[src/rtl/alu_rr_arbiter.sv]
// Shares one combinational ALU between two valid/ready requesters.
// Define ALU_ARB_FIXED_PRIO_EN to give ch0 fixed priority instead of round-robin.
module alu_rr_arbiter #(
    parameter int W           = 4,
    parameter int SW          = 3,
    parameter int EXEC_CYCLES = 1
) (
    input  logic          clk,
    input  logic          rst,
    input  logic          req0_valid,
    output logic          req0_ready,
    input  logic [W-1:0]  req0_a,
    input  logic [W-1:0]  req0_b,
    input  logic [SW-1:0] req0_s,
    output logic          rsp0_valid,
    output logic [W-1:0]  rsp0_f,
    input  logic          req1_valid,
    output logic          req1_ready,
    input  logic [W-1:0]  req1_a,
    input  logic [W-1:0]  req1_b,
    input  logic [SW-1:0] req1_s,
    output logic          rsp1_valid,
    output logic [W-1:0]  rsp1_f,
    output logic [W-1:0]  alu_a,
    output logic [W-1:0]  alu_b,
    output logic [SW-1:0] alu_s,
    input  logic [W-1:0]  alu_f,
    output logic          busy
);

    typedef enum logic [1:0] {IDLE, EXEC, RESP} state_t;

    localparam logic [3:0] CNT_LAST = 4'(EXEC_CYCLES - 1);

    state_t     state, state_nxt;
    logic [3:0] cnt;
    logic       gnt_ch;
    logic       sel_ch;
    logic       accept;
    logic       exec_done;

`ifdef ALU_ARB_FIXED_PRIO_EN
    assign sel_ch = ~req0_valid;
`else
    logic rr_ptr;

    // rr_ptr only matters on a tie; a lone requester always wins
    always_comb begin
        sel_ch = ~req0_valid;
        if (req0_valid && req1_valid)
            sel_ch = rr_ptr;
    end

    always_ff @(posedge clk) begin
        if (rst)
            rr_ptr <= 1'b0;
        else if (state == RESP)
            rr_ptr <= ~gnt_ch;
    end
`endif

    // ready is gated by rst so nothing can be accepted while reset is asserted
    assign req0_ready = (state == IDLE) && !rst && req0_valid && !sel_ch;
    assign req1_ready = (state == IDLE) && !rst && req1_valid &&  sel_ch;
    assign accept     = req0_ready || req1_ready;
    assign exec_done  = (state == EXEC) && (cnt == CNT_LAST);

    assign busy       = (state != IDLE);
    assign rsp0_valid = (state == RESP) && !gnt_ch;
    assign rsp1_valid = (state == RESP) &&  gnt_ch;

    always_comb begin
        state_nxt = state;
        case (state)
            IDLE:    if (accept) state_nxt = EXEC;
            EXEC:    if (exec_done) state_nxt = RESP;
            RESP:    state_nxt = IDLE;
            default: state_nxt = IDLE;
        endcase
    end

    always_ff @(posedge clk) begin
        if (rst) begin
            state  <= IDLE;
            cnt    <= '0;
            gnt_ch <= 1'b0;
            alu_a  <= '0;
            alu_b  <= '0;
            alu_s  <= '0;
            rsp0_f <= '0;
            rsp1_f <= '0;
        end else begin
            state <= state_nxt;
            if (accept) begin
                gnt_ch <= sel_ch;
                cnt    <= '0;
                alu_a  <= sel_ch ? req1_a : req0_a;
                alu_b  <= sel_ch ? req1_b : req0_b;
                alu_s  <= sel_ch ? req1_s : req0_s;
            end else if (state == EXEC) begin
                cnt <= cnt + 4'd1;
            end
            // result register of the served channel only; the other keeps its last value
            if (exec_done) begin
                if (gnt_ch)
                    rsp1_f <= alu_f;
                else
                    rsp0_f <= alu_f;
            end
        end
    end

endmodule

[config.mk]
export PLATFORM = sky130hd
export DESIGN_NAME = alu_rr_arbiter
export DESIGN_NICKNAME = d
export VERILOG_FILES = /design/src/rtl/alu_rr_arbiter.sv
export SDC_FILE = /design/constraint.sdc
export NUM_CORES = 1
export LEC_CHECK = 0
export ABC_AREA = 1
export CORE_MARGIN = 2
export CORE_UTILIZATION = 35
export CTS_CLUSTER_SIZE = 10
export DETAILED_ROUTE_END_ITERATION = 12
export PLACE_DENSITY = 0.74
export SLEW_MARGIN = 10
export SYNTH_ARGS = -nofsm -noshare
export SYNTH_HDL_FRONTEND = slang
export SYNTH_SLANG_ARGS = --single-unit
[constraint.sdc]
create_clock -name clk -period 1.3 [get_ports clk]
set_input_delay 0.26 -clock clk [delete_from_list [all_inputs] [get_ports clk]]
set_output_delay 0.26 -clock clk [all_outputs]
set_load 0.01 [all_outputs]
* Yosys cells after proc, flatten, opt, wreduce, memory -nomap -nowiden
Index checks and enable logic that the tools add are counted.
Cells by class: mux-type cells 7, bitwise logic cells 2, $add $sub $neg 1, reduce and logical (&&, ||, !) cells 20, eq/ne operators 4
Operators with widths (count):
- 1-bit logical AND | 9
- 4-bit two-way mux | 2
- 2-bit AND reduction | 3
- 4-bit by 1-bit adder with 4-bit output, second input constant | 1
- 4-bit zero test | 1
- 2-bit two-way mux | 2
- 2-bit inequality test, second input constant | 2
- 2-bit case mux with 2 select lines | 1
- 1-bit zero test | 3
- 3-bit two-way mux | 1
- 2-bit by 1-bit equality test with 1-bit output, second input constant | 1
- 2-bit equality test, second input constant | 1
- 2-bit zero test | 1
- 1-bit inverter | 2
- 2-bit nonzero test | 1
- 2-bit OR reduction | 1
- 1-bit logical OR | 1
- 1-bit two-way mux | 1
Word-level totals: output and inout bits 24, register bits 27, input bits 30, logic and storage cells 43

* Depth between registers and ports, before layout
word-level depth 7, depth in mapped cells 9

* Least setup slack after synthesis
No wires, ideal clock.
path type reg2out, start register state[0], end output req0_ready, arrival 909 ps, stages on the path, launching flop included 7, slack 131 ps, data required time 1040 ps, cells stage by stage dfxtp_1 -> inv_1 -> nand2_2 -> nor2_1 -> nand2_2 -> buf_6 -> inv_1
Between the ends: cells in the longest elaborated chain, start to end 4
Ends and longest elaborated chain:
- start, declared | RTL line 35 | state_t state, state_nxt;
- start signal, assigned | RTL line 93 | state <= state_nxt;
- 2-bit zero test | RTL line 63 | assign req0_ready = (state == IDLE) && !rst && req0_valid && !sel_ch;
- 1-bit logical AND (3 in series) | RTL line 63
- end, declared | RTL line 11 | output logic req0_ready,
No other way between the ends.

* Final worst setup path
start register state[1], end output req1_ready
Between the ends: cells in the longest elaborated chain, start to end 4
Ends and longest elaborated chain:
- 2-bit zero test | RTL line 64 | assign req1_ready = (state == IDLE) && !rst && req1_valid && sel_ch;
- 1-bit logical AND (3 in series) | RTL line 64
- end, declared | RTL line 18 | output logic req1_ready,
No other way between the ends.

==> flow_summary.toml <==
[cts]
cts_hold_buf = 0
cts_made_buffers = 3
clockBufferDepth = 2
ctsHtreeMaxLevel = 1
cts.clk_slew.worst_paths_ns = 0.09
cts_sinks = 27
cts_tree = "yes"
root_buffer = "clkbuf_8"
insertion_delay_ns = 0.28

[power]
seqPwrFrac = 0.454
p_switching_w = 0.000609
leakagePower_nw = 1.31
pwr-share-comb = 0.301
p_clk_frac = 0.245
switching_share = 0.301
irDropWorstVdd_mv = 0.374
cell_internal_pwr_w = 0.00142
powerDensity_nw_per_um2 = 866

[yosys]
ys.flop_type = "dfxtp_1"
yosysUniqueCellTypes = 18
synth_most_common_cell = "nand2_1"
synth_warnings = 0
async_flop_share = 0
synth-edff-count = 0
syn_nets = 271
yosys-top-cells-area = "dfxtp_1 37%, nand2_1 18%, inv_1 14%, nor2_1 8.9%, nand3_1 8.8%"
synth_top_area_cell = "dfxtp_1"
synth_top_area_share = 0.366
synth.avg_cell_area_um2 = 6.18
syn-cell-area_um2 = 1480
yosys_register_bits = 27
ys_seq_area_frac = 0.366
yosys-top-cells-count = "69 x nand2_1, 55 x inv_1, 35 x nor2_1, 27 x dfxtp_1, 26 x nand3_1"
netlist_instances = 239

[routing]
antenna_left = 0
vias_per_cell = 4.20
routedWlPerCell_um = 9.95
drtPass1Iterations = 4
drcViolationCount = 0
drt_iter0_markers = 55
routed_wl_um = 3600
vias = 1520

[outcome]
status = "finished, violations left"
violations = "negative setup slack"

[worst_setup_path]
cp_slowest_cell = "dfxtp_2"
reg2reg_slack_ns = 0.08
cp-end-kind = "primary output"
timing.rr.end = "alu_a[3]"
worst_ep_arrival_time_ns = 1.10
r2r_start = "rr_ptr"
r2r_cells = 8
path_cells = "inv_2 > nand2_4 > nor2_4 > nand3_2 > inv_1 > buf_2"
path_buf_inv = 3
path_delay_family = "flip-flops"
slowest_delay_ns = 0.34
worst-path-max-fanout = 2
critPathKind = "register to primary output"
start_kind = "register"
cp.required_ns = 1.04

[floorplanning]
die-area_um2 = 4760
die_width_um = 69.0
core_um2 = 4030
start_util = 0.367
die_h_um = 69.0
io_pins = 54
rows = 23

[sta]
setup_violations = 4
maxSlewHeadroom = 0.847
timing.final.ws_setup_ns = -0.0609
drv_slew = 0
finalHoldViolations = 0
fin_crit_ns = 1.36
max_freq_ghz = 0.735
rsz0062_at_grt = "true"
hold_slack_ns = 0.481
tightestPinTransition_ns = 0.227
fin_worst_skew_ns = 0.00606
period_share = 1.05

[placed_design]
gp_congestion = 0.773
hpwl_um = 2550
dpl_cell_area_um2 = 2170
dp.cells = 355
io_buffers = 53

[min_path]
hp-start = "rst"
hp-class = "primary input to register"
min_to = "state[0]"
min_path_cells = 3

[cells_and_area]
layout-drive-gt1-share = 0.208
nNetsFinal = 345
final_cells = 362
diodes = 0
area_growth_pct = 58.2
post-route-util = 0.580
stdcell_area_um2 = 2340

[global_routing]
antenna_found_initial = 0
grt_pass1_wl_um = 5900
grt_overflow = 0
grt_pass1_vias = 1421
grt_max_degree = 22
grt_usage = 0.164

[flow_run]
max-cap-violations = 0
==> cells by family (layout without fill, tap and decap cells) <==
family / Yosys count / after routing / synth area share
adder cells (fa/ha/maj): 2 / 2 / 0.0169
flip-flops: 27 / 27 / 0.366
AND/OR/NAND/NOR: 139 / 139 / 0.395
AO/OA/AOI/OAI: 5 / 5 / 0.0195
XOR/XNOR: 3 / 3 / 0.0178
buffers and inverters: 63 / 136 / 0.185
==> metal layers <==
layer	track usage	part of all wire
met1	0.201	0.43
met2	0.288	0.50
met3	0.0227	0.051
met4	0.0637	0.013
met5	0	0
==> what timing repair did <==
item                                    in CTS  in global routing
hold endpoints to repair                     0                  0
pin swaps                                    3                 12
buffers inserted                             3                  1
resized for setup                           59                 26
endpoints found under the setup margin      38                 26
gates cloned                                 0                  1
==> power by group through the flow <==
stage	registers (W)	logic (W)	clock network, W
global route	0.000929	0.000689	0.000547
detailed placement	0.000939	0.000588	0
global placement	0.000937	0.000582	0
finish	0.000920	0.000609	0.000496
floorplan	0.000963	0.000262	0
CTS	0.000920	0.000564	0.000513
==> how the worst max path moves through the flow <==
stage,end,startpoint,slack [ns],cells after the start
after global routing,req1_ready,state[1],-0.11,6
after floorplan,req0_ready,state[0],0.13,6
after detailed placement,req1_ready,req1_valid,-0.54,6
after global placement,req1_ready,req1_valid,-0.55,6
after CTS,req1_ready,state[1],-0.07,6
final,req1_ready,state[1],-0.06,6
==> tightest hold or removal path: cells and delay by family <==
kind	cells	cell delay, ns
compound gates	1	0.04
buf+inv	2	0.42
==> through the flow <==
stage	TNS (ns)	power [W]	worst slack, ns
final	-0.143	0.00203	-0.0609
after global routing	-0.361	0.00217	-0.113
after CTS	-0.102	0.00200	-0.0697
after detailed placement	-7.12	0.00153	-0.542
after global placement	-6.99	0.00152	-0.546
after floorplan	0	0.00122	0.131
==> flip-flops by register name, summed over array words and instances, names as in the netlist <==
register and cells:
alu_a 4, alu_b 4, cnt 4, rsp0_f 4
rsp1_f 4, alu_s 3, state 2, gnt_ch 1
rr_ptr 1
==> layout make-up <==
| cell class | count | area, um^2 |
|---|---|---|
| clock buffer | 3 | 41.3 |
| clock inverter | 1 | 7.51 |
| inverter | 55 | 206 |
| tap | 50 | 62.6 |
| sequential | 27 | 546 |
| fill | 390 | 1690 |
| timing repair buffer | 77 | 698 |
| multi-input combinational | 149 | 776 |
==> cells in the final DEF (no fill, tap or decap), types with 3 or more instances in the layout <==
| master | Yosys | routed |
|---|---|---|
| dlygate4sd2_1 | 0 | 22 |
| inv_2 | 0 | 6 |
| nor2_4 | 0 | 4 |
| nand2_2 | 3 | 5 |
| nor2_1 | 35 | 30 |
| nor2_2 | 2 | 3 |
| clkdlybuf4s50_1 | 0 | 26 |
| clkbuf_8 | 0 | 3 |
| xor2_1 | 3 | 3 |
| inv_1 | 55 | 49 |
| nand2_1 | 69 | 63 |
| buf_4 | 1 | 19 |
| dfxtp_2 | 0 | 4 |
| dfxtp_1 | 27 | 23 |
| nand2_4 | 0 | 4 |
| nand3_1 | 26 | 24 |
| buf_6 | 4 | 6 |
| buf_2 | 3 | 3 |
No activity file was read; power rests on OpenSTA's default activity.
